**src/rtl/seq_mult_8bit_pkg.sv**
```systemverilog
// Shared definitions for the sequential 8x8 shift-and-add multiplier.
package seq_mult_8bit_pkg;

    typedef enum logic [1:0] {
        IDLE = 2'd0,
        CALC = 2'd1,
        DONE = 2'd2
    } state_t;

    localparam int ITER = 8;

endpackage

```
**src/rtl/mux2_1_8bit.sv**
```systemverilog
// 8-bit 2:1 mux; s=1 selects in1, s=0 selects in2.
module mux2_1_8bit (
    input  logic       s,
    input  logic [7:0] in1,
    input  logic [7:0] in2,
    output logic [7:0] y
);

    assign y = s ? in1 : in2;

endmodule

```
**src/rtl/seq_mult_8bit.sv**
```systemverilog
// Unsigned 8x8 shift-and-add multiplier with start/done handshake.
module seq_mult_8bit
    import seq_mult_8bit_pkg::*;
(
    input  logic        clk,
    input  logic        rst,
    input  logic        start,
    input  logic [7:0]  a,
    input  logic [7:0]  b,
    output logic        busy,
    output logic        done,
    output logic [15:0] product
);

    state_t      state;
    state_t      state_nxt;
    logic [7:0]  m;
    logic [7:0]  p_hi;
    logic [7:0]  q;
    logic [7:0]  addend;
    logic [2:0]  count;
    logic [8:0]  sum;
    logic [15:0] shifted;
    logic        accept;
    logic        last;

    mux2_1_8bit u_mux (
        .s   (q[0]),
        .in1 (m),
        .in2 (8'h00),
        .y   (addend)
    );

    // sum[8] is the carry that becomes the top bit of the shifted pair
    assign sum     = {1'b0, p_hi} + {1'b0, addend};
    assign shifted = {sum, q[7:1]};
    assign accept  = start && (state == IDLE || state == DONE);
    assign last    = (count == 3'(ITER - 1));

    assign busy = (state == CALC);
    assign done = (state == DONE);

    always_ff @(posedge clk or posedge rst) begin
        if (rst) begin
            state <= IDLE;
        end else begin
            state <= state_nxt;
        end
    end

    always_comb begin
        state_nxt = state;
        unique case (state)
            IDLE:    if (start) state_nxt = CALC;
            CALC:    if (last) state_nxt = DONE;
            DONE:    state_nxt = start ? CALC : IDLE;
            default: state_nxt = IDLE;
        endcase
    end

    always_ff @(posedge clk or posedge rst) begin
        if (rst) begin
            m       <= 8'h00;
            p_hi    <= 8'h00;
            q       <= 8'h00;
            count   <= 3'd0;
            product <= 16'h0000;
        end else if (accept) begin
            m     <= a;
            q     <= b;
            p_hi  <= 8'h00;
            count <= 3'd0;
        end else if (state == CALC) begin
            {p_hi, q} <= shifted;
            count     <= count + 3'd1;
            if (last) begin
                product <= shifted;
            end
        end
    end

endmodule

```
**config.mk**
```make
export PLATFORM = sky130hd
export DESIGN_NAME = seq_mult_8bit
export DESIGN_NICKNAME = d
export VERILOG_FILES = /design/src/rtl/seq_mult_8bit_pkg.sv /design/src/rtl/mux2_1_8bit.sv /design/src/rtl/seq_mult_8bit.sv
export SDC_FILE = /design/constraint.sdc
export NUM_CORES = 1
export LEC_CHECK = 0
export BUFFER_PORTS_ARGS = -buffer_cell sky130_fd_sc_hd__buf_2
export CAP_MARGIN = 20
export CORE_ASPECT_RATIO = 0.7
export CORE_MARGIN = 2
export CORE_UTILIZATION = 55
export DETAILED_ROUTE_END_ITERATION = 7
export PLACE_DENSITY = 0.78
export SLEW_MARGIN = 20
export SYNTH_ARGS = -nofsm -noshare
export SYNTH_HDL_FRONTEND = slang
export SYNTH_HIERARCHICAL = 1
export SYNTH_SLANG_ARGS = --single-unit
```
**constraint.sdc**
```tcl
create_clock -name clk -period 2.8 [get_ports clk]
set_input_delay 0.14 -clock clk [delete_from_list [all_inputs] [get_ports clk]]
set_output_delay 0.14 -clock clk [all_outputs]
set_load 0.005 [all_outputs]
```
## Yosys cells after proc, flatten, opt, wreduce, memory -nomap -nowiden

Cells that the tools add are included.

- Bits in registers: 45
- Output and inout bits: 18

- Add/subtract/negate cells: 2
- Equal/unequal tests: 5
- Multiplexer cells: 11
- Bitwise operators: 1
- Reductions and logical operators: 6

Operator list:

| kind | count |
|---|---|
| 8-bit 2-to-1 mux | 5 |
| 8-bit by 8-bit adder with 9-bit output | 1 |
| 3-bit 2-to-1 mux | 2 |
| 2-bit case mux with 3 select lines | 1 |
| 2-bit 2-to-1 mux | 2 |
| 3-bit by 1-bit adder with 3-bit output (second input constant) | 1 |
| 3-bit == test (second input constant) | 1 |
| 3-bit AND reduction | 1 |
| 2-bit by 1-bit == test with 1-bit output (second input constant) | 1 |
| 2-bit == test (second input constant) | 1 |
| 2-bit logical NOT | 1 |
| 2-bit by 1-bit != test with 1-bit output (second input constant) | 1 |
| 2-bit != test (second input constant) | 1 |
| 2-bit AND reduction | 1 |
| 2-bit nonzero test | 1 |
| 1-bit logical AND | 1 |
| 1-bit logical OR | 1 |
| 1-bit 2-to-1 mux | 1 |
| 1-bit inverter | 1 |

## Logic depth before layout (Yosys ltp)

Gate-level depths: netlist of the first run.

- Depth after elaboration: 5
- Depth in mapped cells: 8

## Hierarchy

The synthesis of the first run kept the hierarchy.

By module, submodules not included:

| module | instances | cells each | area each (µm²) | seq. area each (µm²) |
|---|---|---|---|---|
| seq_mult_8bit | 1 | 181 | 2082.0 | 1126.1 |
| mux2_1_8bit | 1 | 9 | 131.4 | 0.0 |

## Least setup slack after synthesis of the first run

OpenSTA, ideal clock, no wires.

- Path kind: reg-to-reg
- Start: reg q[0]
- End: reg p_hi[7]
- Arrival time: 1.973 ns
- Required time: 2.670 ns
- Slack: 0.696 ns
- Stages on the path, launching flop included: 9
- Path buffers: 1
- Clock period less this slack: 2.104 ns
- Cells stage by stage: dfrtp_1 -> buf_6 -> mux2_4 -> ha_1 -> fa_1 -> a21oi_1 -> o211ai_1 -> a21oi_1 -> o21ai_0

- Word-level cells in the longest chain between the ends: 4

Ends and longest elaborated chain:

| item | line | text |
|---|---|---|
| start: declaration | seq_mult_8bit.sv:19 | `logic [7:0] q;` |
| start signal: assignment | seq_mult_8bit.sv:74 | `{p_hi, q} <= shifted;` |
| 8-bit 2-to-1 mux | mux2_1_8bit.sv:9 | `assign y = s ? in1 : in2;` |
| via addend[0] | seq_mult_8bit.sv:20 | `logic [7:0] addend;` |
| 8-bit by 8-bit adder with 9-bit output | seq_mult_8bit.sv:35 | `assign sum = {1'b0, p_hi} + {1'b0, addend};` |
| 8-bit 2-to-1 mux | seq_mult_8bit.sv:73 | `end else if (state == CALC) begin` |
| 8-bit 2-to-1 mux | seq_mult_8bit.sv:68 | `end else if (accept) begin` |
| end signal: assignment | seq_mult_8bit.sv:74 |  |
| end: declaration | seq_mult_8bit.sv:18 | `logic [7:0] p_hi;` |

The timed path passes the listed nets, and every way through them passes these cells. The select of a mux whose other input is x is not followed.
A chain may end at the register's enable or synchronous reset.

## Final worst setup path of the first run

Ends and elaborated chain as after synthesis.

==> metrics.txt, run 1 <==
Initial Util 0.568; Initial DRC Count between 80 and 90; Worst Path Required 2.97 ns; Slew Viols, Final 0; Seq pwr share 0.353; Tightest Hold Check Type in2reg; largest net degree at the start of global routing 30; DP HPWL around 3000 µm; layout cells sized above 1 0.326; CTS sink cnt 45; global placement routability congestion around 0.85; Synth Register Bits 45; Worst-path clk slew ~0.09 ns; number of routed nets with antenna violations 0; 1st-pass router iterations 4; gr usage total 0.200; Place WS ~0.41 ns; H-tree Lvls 2; Post-synth top cells dfrtp_1 (45), nand2_1 (30), mux2_2 (17); # IOs 37; cell taking the most area after synthesis dfrtp_1; P_sw 1280 µW; Final min period about 2.4 ns; area fraction in compound gates after synthesis 0.124; wire per inst 14.2 µm; Skew-Pair Late Insertion Delay 0.29 ns; clock share of power 0.165; Fmax just over 400 MHz; RSZ-0062 raised after global routing false; routed vias roughly 1500; Slew HR 0.604; number of post-CTS setup repair buffers 0; clk root buf clkbuf_8; vias per inst about 5.3; critical path class reg2reg; diode count 0; vias in the first global route approximately 1500; Post-Synth XOR/XNOR Area 0.0158; status complete, no violations; synthesis warning total 6; detailed-route DRC error count 0; EDFF count, synth 0; final instance area between 2000 and 3000 µm²; Pwr Density roughly 1300 nW/µm²; worst reg-to-reg setup slack between 0.3 and 0.4 ns; simple-gate portion of the synthesized area 0.106; number of max-cap violations 0; Synth Flop Type dfrtp_1; final net count approximately 270; count leader, synth dfrtp_1; std cell rows 19; Synth area leaders dfrtp_1 (51%), mux2_2 (8.6%), ha_1 (5.7%); initial antenna violation count 0; final hold violations 0; first-pass GRT wire length between 7000 and 8000 µm; critical path arrival 2.58 ns; Clock Skews 0.00905 ns; Num CTS Buffers 5; setup_tns 0 ns; TritonCTS clock tree done; Internal Power around 2200 µW; leakage around 0.0013 µW; Core Util, Final 0.669; Tcrit/Tclk final 0.860; Die ar. 4560 µm²; Netlist Area Pre-Place 2210 µm²; largest family of logic cells by synthesized area multiplexers; Startpoint Class flip-flop; Avg Cell Area, Syn about 12 µm²; routed wire length 4090 µm; Die W 79.8 µm; post-synthesis sequential area ratio 0.509; area share of the largest cell type after synthesis 0.509; DP Area ~2500 µm²; final setup margin 0.392 ns; Die Y-Extent 57.1 µm; worst-path fanout max 9; Slew @ Worst Pin slightly below 0.6 ns; mux contribution to synthesized area 0.145; grt total ovfl 0; Synth async-reset ratio 1.00; Core Area between 3000 and 4000 µm²; Netlist cell types 37; peak supply drop between 800 and 900 µV; CP endpoint kind flip-flop; Sw Share 0.374; port bufs 36; share of total power in combinational logic 0.482; Synth Area in Adders 0.0656; Max Root-Sink Buffers 2; area growth from synthesis to layout 17.9%; Cells after Synth 190; final setup vio count 0
what timing repair did:
action                                 CTS  global route
resized for setup                        0             0
endpoints found under the hold margin   28             0
hold buffers                             1             0
layout by cell type (no fill, tap or decap), types with 2 or more instances in the layout:
master,Yosys,final
a22oi_1,9,9
nand2_1,30,30
o21ai_0,11,11
xnor2_1,4,4
nor4_1,3,3
nor2b_1,3,3
o21bai_1,2,2
buf_4,2,2
inv_1,4,3
dfrtp_1,45,45
a21oi_2,2,2
buf_2,5,36
or4_1,2,2
clkbuf_8,0,5
inv_2,1,2
o31ai_1,2,2
bufinv_16,0,2
nand3_1,5,5
ha_1,10,10
a22o_1,3,3
conb_1,1,8
mux2_4,8,8
a21oi_1,4,4
nand2b_1,2,2
o2111ai_1,2,2
mux2_2,17,17
cells by family after synthesis:
logic type	after synthesis
simple gates	49
fa+ha+maj	11
mux	26
xor+xnor	4
buf+inv	14
compound gates	40
other cells	1
flops	45
critical path, cell delays in order (launching register included):
cell      delay [ns]
dfrtp_1         0.55
mux2_4          0.36
ha_1            0.20
fa_1            0.40
a21oi_1         0.27
o211ai_1        0.18
a21oi_1         0.21
o21ai_0         0.11
power by group through the flow:
stage                     Sequential, µW  Combinational [µW]  Clock [µW]
after global routing                1250                1870         604
after CTS                           1210                1670         577
after detailed placement            1220                1660           0
final                               1210                1660         566
after global placement              1210                1620           0
after floorplan                     1160                1300           0
layout make-up:
class / instances / area, µm²
clock buffer: 5 / 68.8
clock inverter: 3 / 65.1
fill: 314 / 1290
inverter: 5 / 18.8
multi-input combinational: 138 / 1040
sequential: 45 / 1130
tap: 52 / 65.1
timing repair buffer: 40 / 225
state kept, by name, indices dropped and copies added (netlist names):
| register | cells |
|---|---|
| count | 3 |
| state | 2 |
| product | 16 |
| p_hi | 8 |
| q | 8 |
| m | 8 |
per-layer routing:
layer | wire length, µm | track usage
met1 | 2100 | 0.299
met2 | 1770 | 0.300
met3 | 194 | 0.0491
met4 | 26 | 0.0436
met5 | 0 | 0
metrics by stage:
| step | total power (µW) | std cells | hold WS, ns |
|---|---|---|---|
| 2_1_floorplan | 2470 | 197 | 0.268 |
| 3_3_place_gp | 2830 | 279 | 0.290 |
| 3_5_place_dp | 2880 | 279 | 0.286 |
| 4_1_cts | 3460 | 288 | 0.0434 |
| 5_1_grt | 3730 | 288 | 0.0425 |
| 6_report | 3430 | 288 | 0.0510 |
path summary, 6_finish.rpt:
kind | end | from | cells past startpoint
worst max-delay path | p_hi[7] | q[0] | 7
worst min-delay path | q[5] | b[5] | 3
worst max register to register | p_hi[7] | q[0] | 7
worst min register to register | product[14] | product[14] | 2
max in group asynchronous | product[9] | rst | 4
min in group asynchronous | product[3] | rst | 3
Power figures use the tool's default switching activity.
==> inputs of run 2 (changes only) <==
==> constraint.sdc (replaced) <==
create_clock -name clk -period 2.6 [get_ports clk]
set_input_delay 0.13 -clock clk [delete_from_list [all_inputs] [get_ports clk]]
set_output_delay 0.13 -clock clk [all_outputs]
set_load 0.005 [all_outputs]
==> metrics.txt, run 2 (same netlist as run 1, synthesis figures left out) <==
clock share of power 0.117; detailed-route DRC error count 0; 1st-pass router iterations 4; share of total power in combinational logic 0.512; Fmax about 420 MHz; worst-path fanout max 9; largest net degree at the start of global routing 46; initial antenna violation count 0; port bufs 36; status complete, no violations; TritonCTS clock tree done; Die Y-Extent roughly 57 µm; Slew HR 0.604; wire per inst 14.9 µm; diode count 0; Reg with most FFs product; critical path class reg2reg; clk root buf clkbuf_8; Fillers between 300 and 400; Final min period roughly 2.4 ns; H-tree Lvls 2; Core Area roughly 3900 µm²; most common cell after layout, fill and taps aside dfrtp_1; std cell rows 19; routed wire length about 4300 µm; first-pass GRT wire length ~7400 µm; Initial DRC Count 121; Tcrit/Tclk final 0.919; layout cells sized above 1 0.318; final net count 265; Worst-path clk slew approximately 0.080 ns; CP endpoint kind flip-flop; Clock Skews about 0.0073 ns; Startpoint Class flip-flop; final hold violations 0; worst reg-to-reg setup slack about 0.21 ns; RSZ-0062 raised after global routing false; Die ar. about 4600 µm²; total power 3540 µW; global placement routability congestion between 0.8 and 0.9; most frequent cells in the layout dfrtp_1 (45), buf_2 (36), nand2_1 (30); Die W approximately 80 µm; vias in the first global route around 1500; area growth from synthesis to layout 15.5%; number of post-CTS setup repair buffers 0; Internal Power approximately 2100 µW; Slew Viols, Final 0; Pwr Density roughly 1400 nW/µm²; Seq pwr share 0.371; number of max-cap violations 0; Slew @ Worst Pin 0.592 ns; critical path arrival around 2.6 ns; routed vias roughly 1600; max FFs per register 16; Reg area 1130 µm²; Max Root-Sink Buffers 2; Num CTS Buffers 5; vias per inst 5.44; number of routed nets with antenna violations 0; DP HPWL around 3100 µm; leakage 0.00123 µW; gr usage total 0.213; Core Util, Final 0.656; grt total ovfl 0; peak supply drop roughly 780 µV; Skew-Pair Late Insertion Delay 0.30 ns; PostCTS Resize Cnt 0; multi-input logic area between 1000 and 1500 µm²; P_sw ~1400 µW; CTS sink cnt 45; Initial Util 0.568; final setup vio count 0; # IOs 37; Tightest Hold Check Type in2reg; Worst Path Required 2.78 ns; Sw Share 0.400; setup_tns 0 ns
[run 2: changes by cell type in the layout (fill, tap and decap cells not counted)]
cell,previous run,this run
clkinv_1,0,1
inv_2,2,1
bufinv_16,2,0
clkbuf_1,0,1
clkinv_2,1,2
[run 2: path summary, 6_finish.rpt]
check	from	endpoint	depth (start not counted)
worst max-delay path	q[0]	p_hi[7]	7
worst min-delay path	b[5]	q[5]	3
worst max register to register	q[0]	p_hi[7]	7
worst min register to register	product[11]	product[11]	2
max in group asynchronous	rst	m[4]	4
min in group asynchronous	rst	state[1]	4
[run 2: power groups by stage]
stage               logic, µW  clock network, µW  registers, µW
floorplan                1400                  0           1250
global placement         1740                  0           1310
detailed placement       1810                  0           1320
CTS                      1820                427           1310
global route             2020                461           1360
finish                   1810                413           1310
[run 2: area by class of cell]
class | count | share of cell area
tap | 52 | 0.0254
clock inverter | 2 | 0.00391
multi-input combinational | 138 | 0.407
sequential | 45 | 0.440
clock buffer | 6 | 0.0284
timing repair buffer | 40 | 0.0881
inverter | 5 | 0.00734
[run 2: worst max-delay path, cell delays in order (launching register included)]
cell	delay (ns)
dfrtp_1	0.55
mux2_4	0.36
ha_1	0.20
fa_1	0.41
a21oi_1	0.25
o211ai_1	0.18
a21oi_1	0.20
o21ai_0	0.12
[run 2: routing by layer]
metal	part of all wire	GRT usage	routed length [µm]	vias to the layer above
met5	0	0	0	-
met3	0.037	0.0475	159	7
li1	-	-	-	763
met2	0.44	0.297	1880	30
met4	0.015	0.0799	63	0
met1	0.51	0.330	2200	768
[run 2: through the flow]
stage	cells	hold WS, ns	area (µm²)	worst slack [ns]
after floorplan	197	0.258	2240	0.496
after global placement	279	0.293	2460	0.312
after detailed placement	279	0.300	2460	0.181
after CTS	288	0.0378	2560	0.187
after global routing	288	0.0536	2560	0.0514
final	288	0.0483	2560	0.212
[run 2: timing repair]
item,4_1_cts,5_1_grt
setup endpoints to repair,0,0
endpoints found under the hold margin,45,0
hold buffers,1,0
==> inputs of run 3 (changes only) <==
==> constraint.sdc (replaced) <==
create_clock -name clk -period 2.7 [get_ports clk]
set_input_delay 0.135 -clock clk [delete_from_list [all_inputs] [get_ports clk]]
set_output_delay 0.135 -clock clk [all_outputs]
set_load 0.005 [all_outputs]
==> metrics.txt, run 3 (same netlist as run 1, synthesis figures left out) <==
peak supply drop 837 µV; Slew HR 0.586; std cell rows 19; Place WS roughly 0.30 ns; Pwr Density 1360 nW/µm²; Die Y-Extent 57.1 µm; Hold Path Origin b[5]; Fmax around 420 MHz; routed vias around 1600; setup_tns 0 ns; worst-path fanout max 9; 1st-pass router iterations 4; most common cell after layout, fill and taps aside dfrtp_1; # IOs 37; final instance area roughly 2600 µm²; Die W 79.8 µm; Clock Skews around 0.0082 ns; wire per inst between 10 and 15 µm; Worst Path Required 2.86 ns; diode count 0; hold buffers post-CTS 1; largest net degree at the start of global routing 32; vias per inst around 5.4; Initial DRC Count 94; total power between 3000 and 4000 µW; Worst-path clk slew about 0.090 ns; Slew @ Worst Pin 0.619 ns; H-tree Lvls 2; share of total power in combinational logic 0.494; Initial Util 0.568; Num CTS Buffers 5; Sw Share 0.385; P_sw roughly 1400 µW; Slew Viols, Final 0; reg2reg start q[0]; final setup margin just under 0.3 ns; number of post-CTS setup repair buffers 0; port bufs 36; Die ar. roughly 4600 µm²; Final min period 2.41 ns; RSZ-0062 raised after global routing false; max FFs per register 16; Core Area about 3900 µm²; detailed-route DRC error count 0; routed wire length 4280 µm; leakage roughly 0.0012 µW; Tightest Hold Check Type in2reg; Internal Power roughly 2200 µW; Max Root-Sink Buffers 2; status complete, no violations; final setup vio count 0; Seq pwr share 0.356; Skew-Pair Late Insertion Delay approximately 0.29 ns; DP Area about 2500 µm²; launch point of the worst path q[0]; TritonCTS clock tree done; global placement routability congestion approximately 0.85; CP endpoint kind flip-flop; number of routed nets with antenna violations 0; DP HPWL 3170 µm; most frequent cells in the layout dfrtp_1 (45), buf_2 (36), nand2_1 (30); final hold violations 0; critical path class reg2reg; clk root buf clkbuf_8; PostCTS Resize Cnt 0; Reg with most FFs product; Reg2Reg Depth 7; initial antenna violation count 0; Tcrit/Tclk final 0.891; area growth from synthesis to layout 17.2%; final net count about 270; number of max-cap violations 0; vias in the first global route 1545; CTS sink cnt between 40 and 50; Worst Hold Depth 3; Startpoint Class flip-flop; layout cells sized above 1 0.322; gr usage total 0.212; grt total ovfl 0; Hold Slack 0.0542 ns; first-pass GRT wire length approximately 7400 µm; critical path arrival about 2.6 ns; clock share of power 0.150
[run 3: cell types whose count changed in the layout (fill, tap and decap cells not counted)]
cell | previous run | this run
clkinv_2 | 2 | 0
bufinv_16 | 0 | 1
clkbuf_1 | 1 | 0
clkbuf_8 | 5 | 6
clkinvlp_4 | 0 | 1
[run 3: final timing paths]
path	end	slack [ns]
max	product[13]	0.29
min	q[5]	0.05
max reg2reg	product[13]	0.29
min reg2reg	product[11]	0.48
max in group asynchronous	m[3]	1.63
min in group asynchronous	product[2]	0.35
[run 3: routing by layer]
metal,GRT usage,vias to the layer above,share of wire
met5,0,-,0
met4,0.0508,0,0.0037
met3,0.0554,2,0.041
met2,0.310,29,0.46
met1,0.320,771,0.50
li1,-,765,-
[run 3: power by group through the flow]
stage / registers (µW) / clock network [µW] / logic [µW]
final: 1260 / 528 / 1740
after global routing: 1310 / 568 / 1950
after CTS: 1260 / 537 / 1750
after detailed placement: 1270 / 0 / 1740
after global placement: 1260 / 0 / 1680
after floorplan: 1210 / 0 / 1350
[run 3: stage by stage]
| stage | cells | util |
|---|---|---|
| after detailed placement | 279 | 0.632 |
| after global placement | 279 | 0.632 |
| after floorplan | 197 | - |
| after CTS | 288 | 0.666 |
| final | 288 | 0.666 |
| after global routing | 288 | 0.666 |
[run 3: area by class of cell]
type                            count  area [µm²]
Clock buffer                        6        82.6
Clock inverter                      2        37.5
Fill cell                         317        1300
Inverter                            5        18.8
Multi-Input combinational cell    138        1040
Sequential cell                    45        1130
Tap cell                           52        65.1
Timing Repair Buffer               40         225
[run 3: critical path, cell delays in order, from the launching register on]
cell	delay, ns
dfrtp_1	0.54
mux2_4	0.36
ha_1	0.21
fa_1	0.41
a21oi_1	0.26
o211ai_1	0.18
xnor2_1	0.21
o21ai_0	0.09
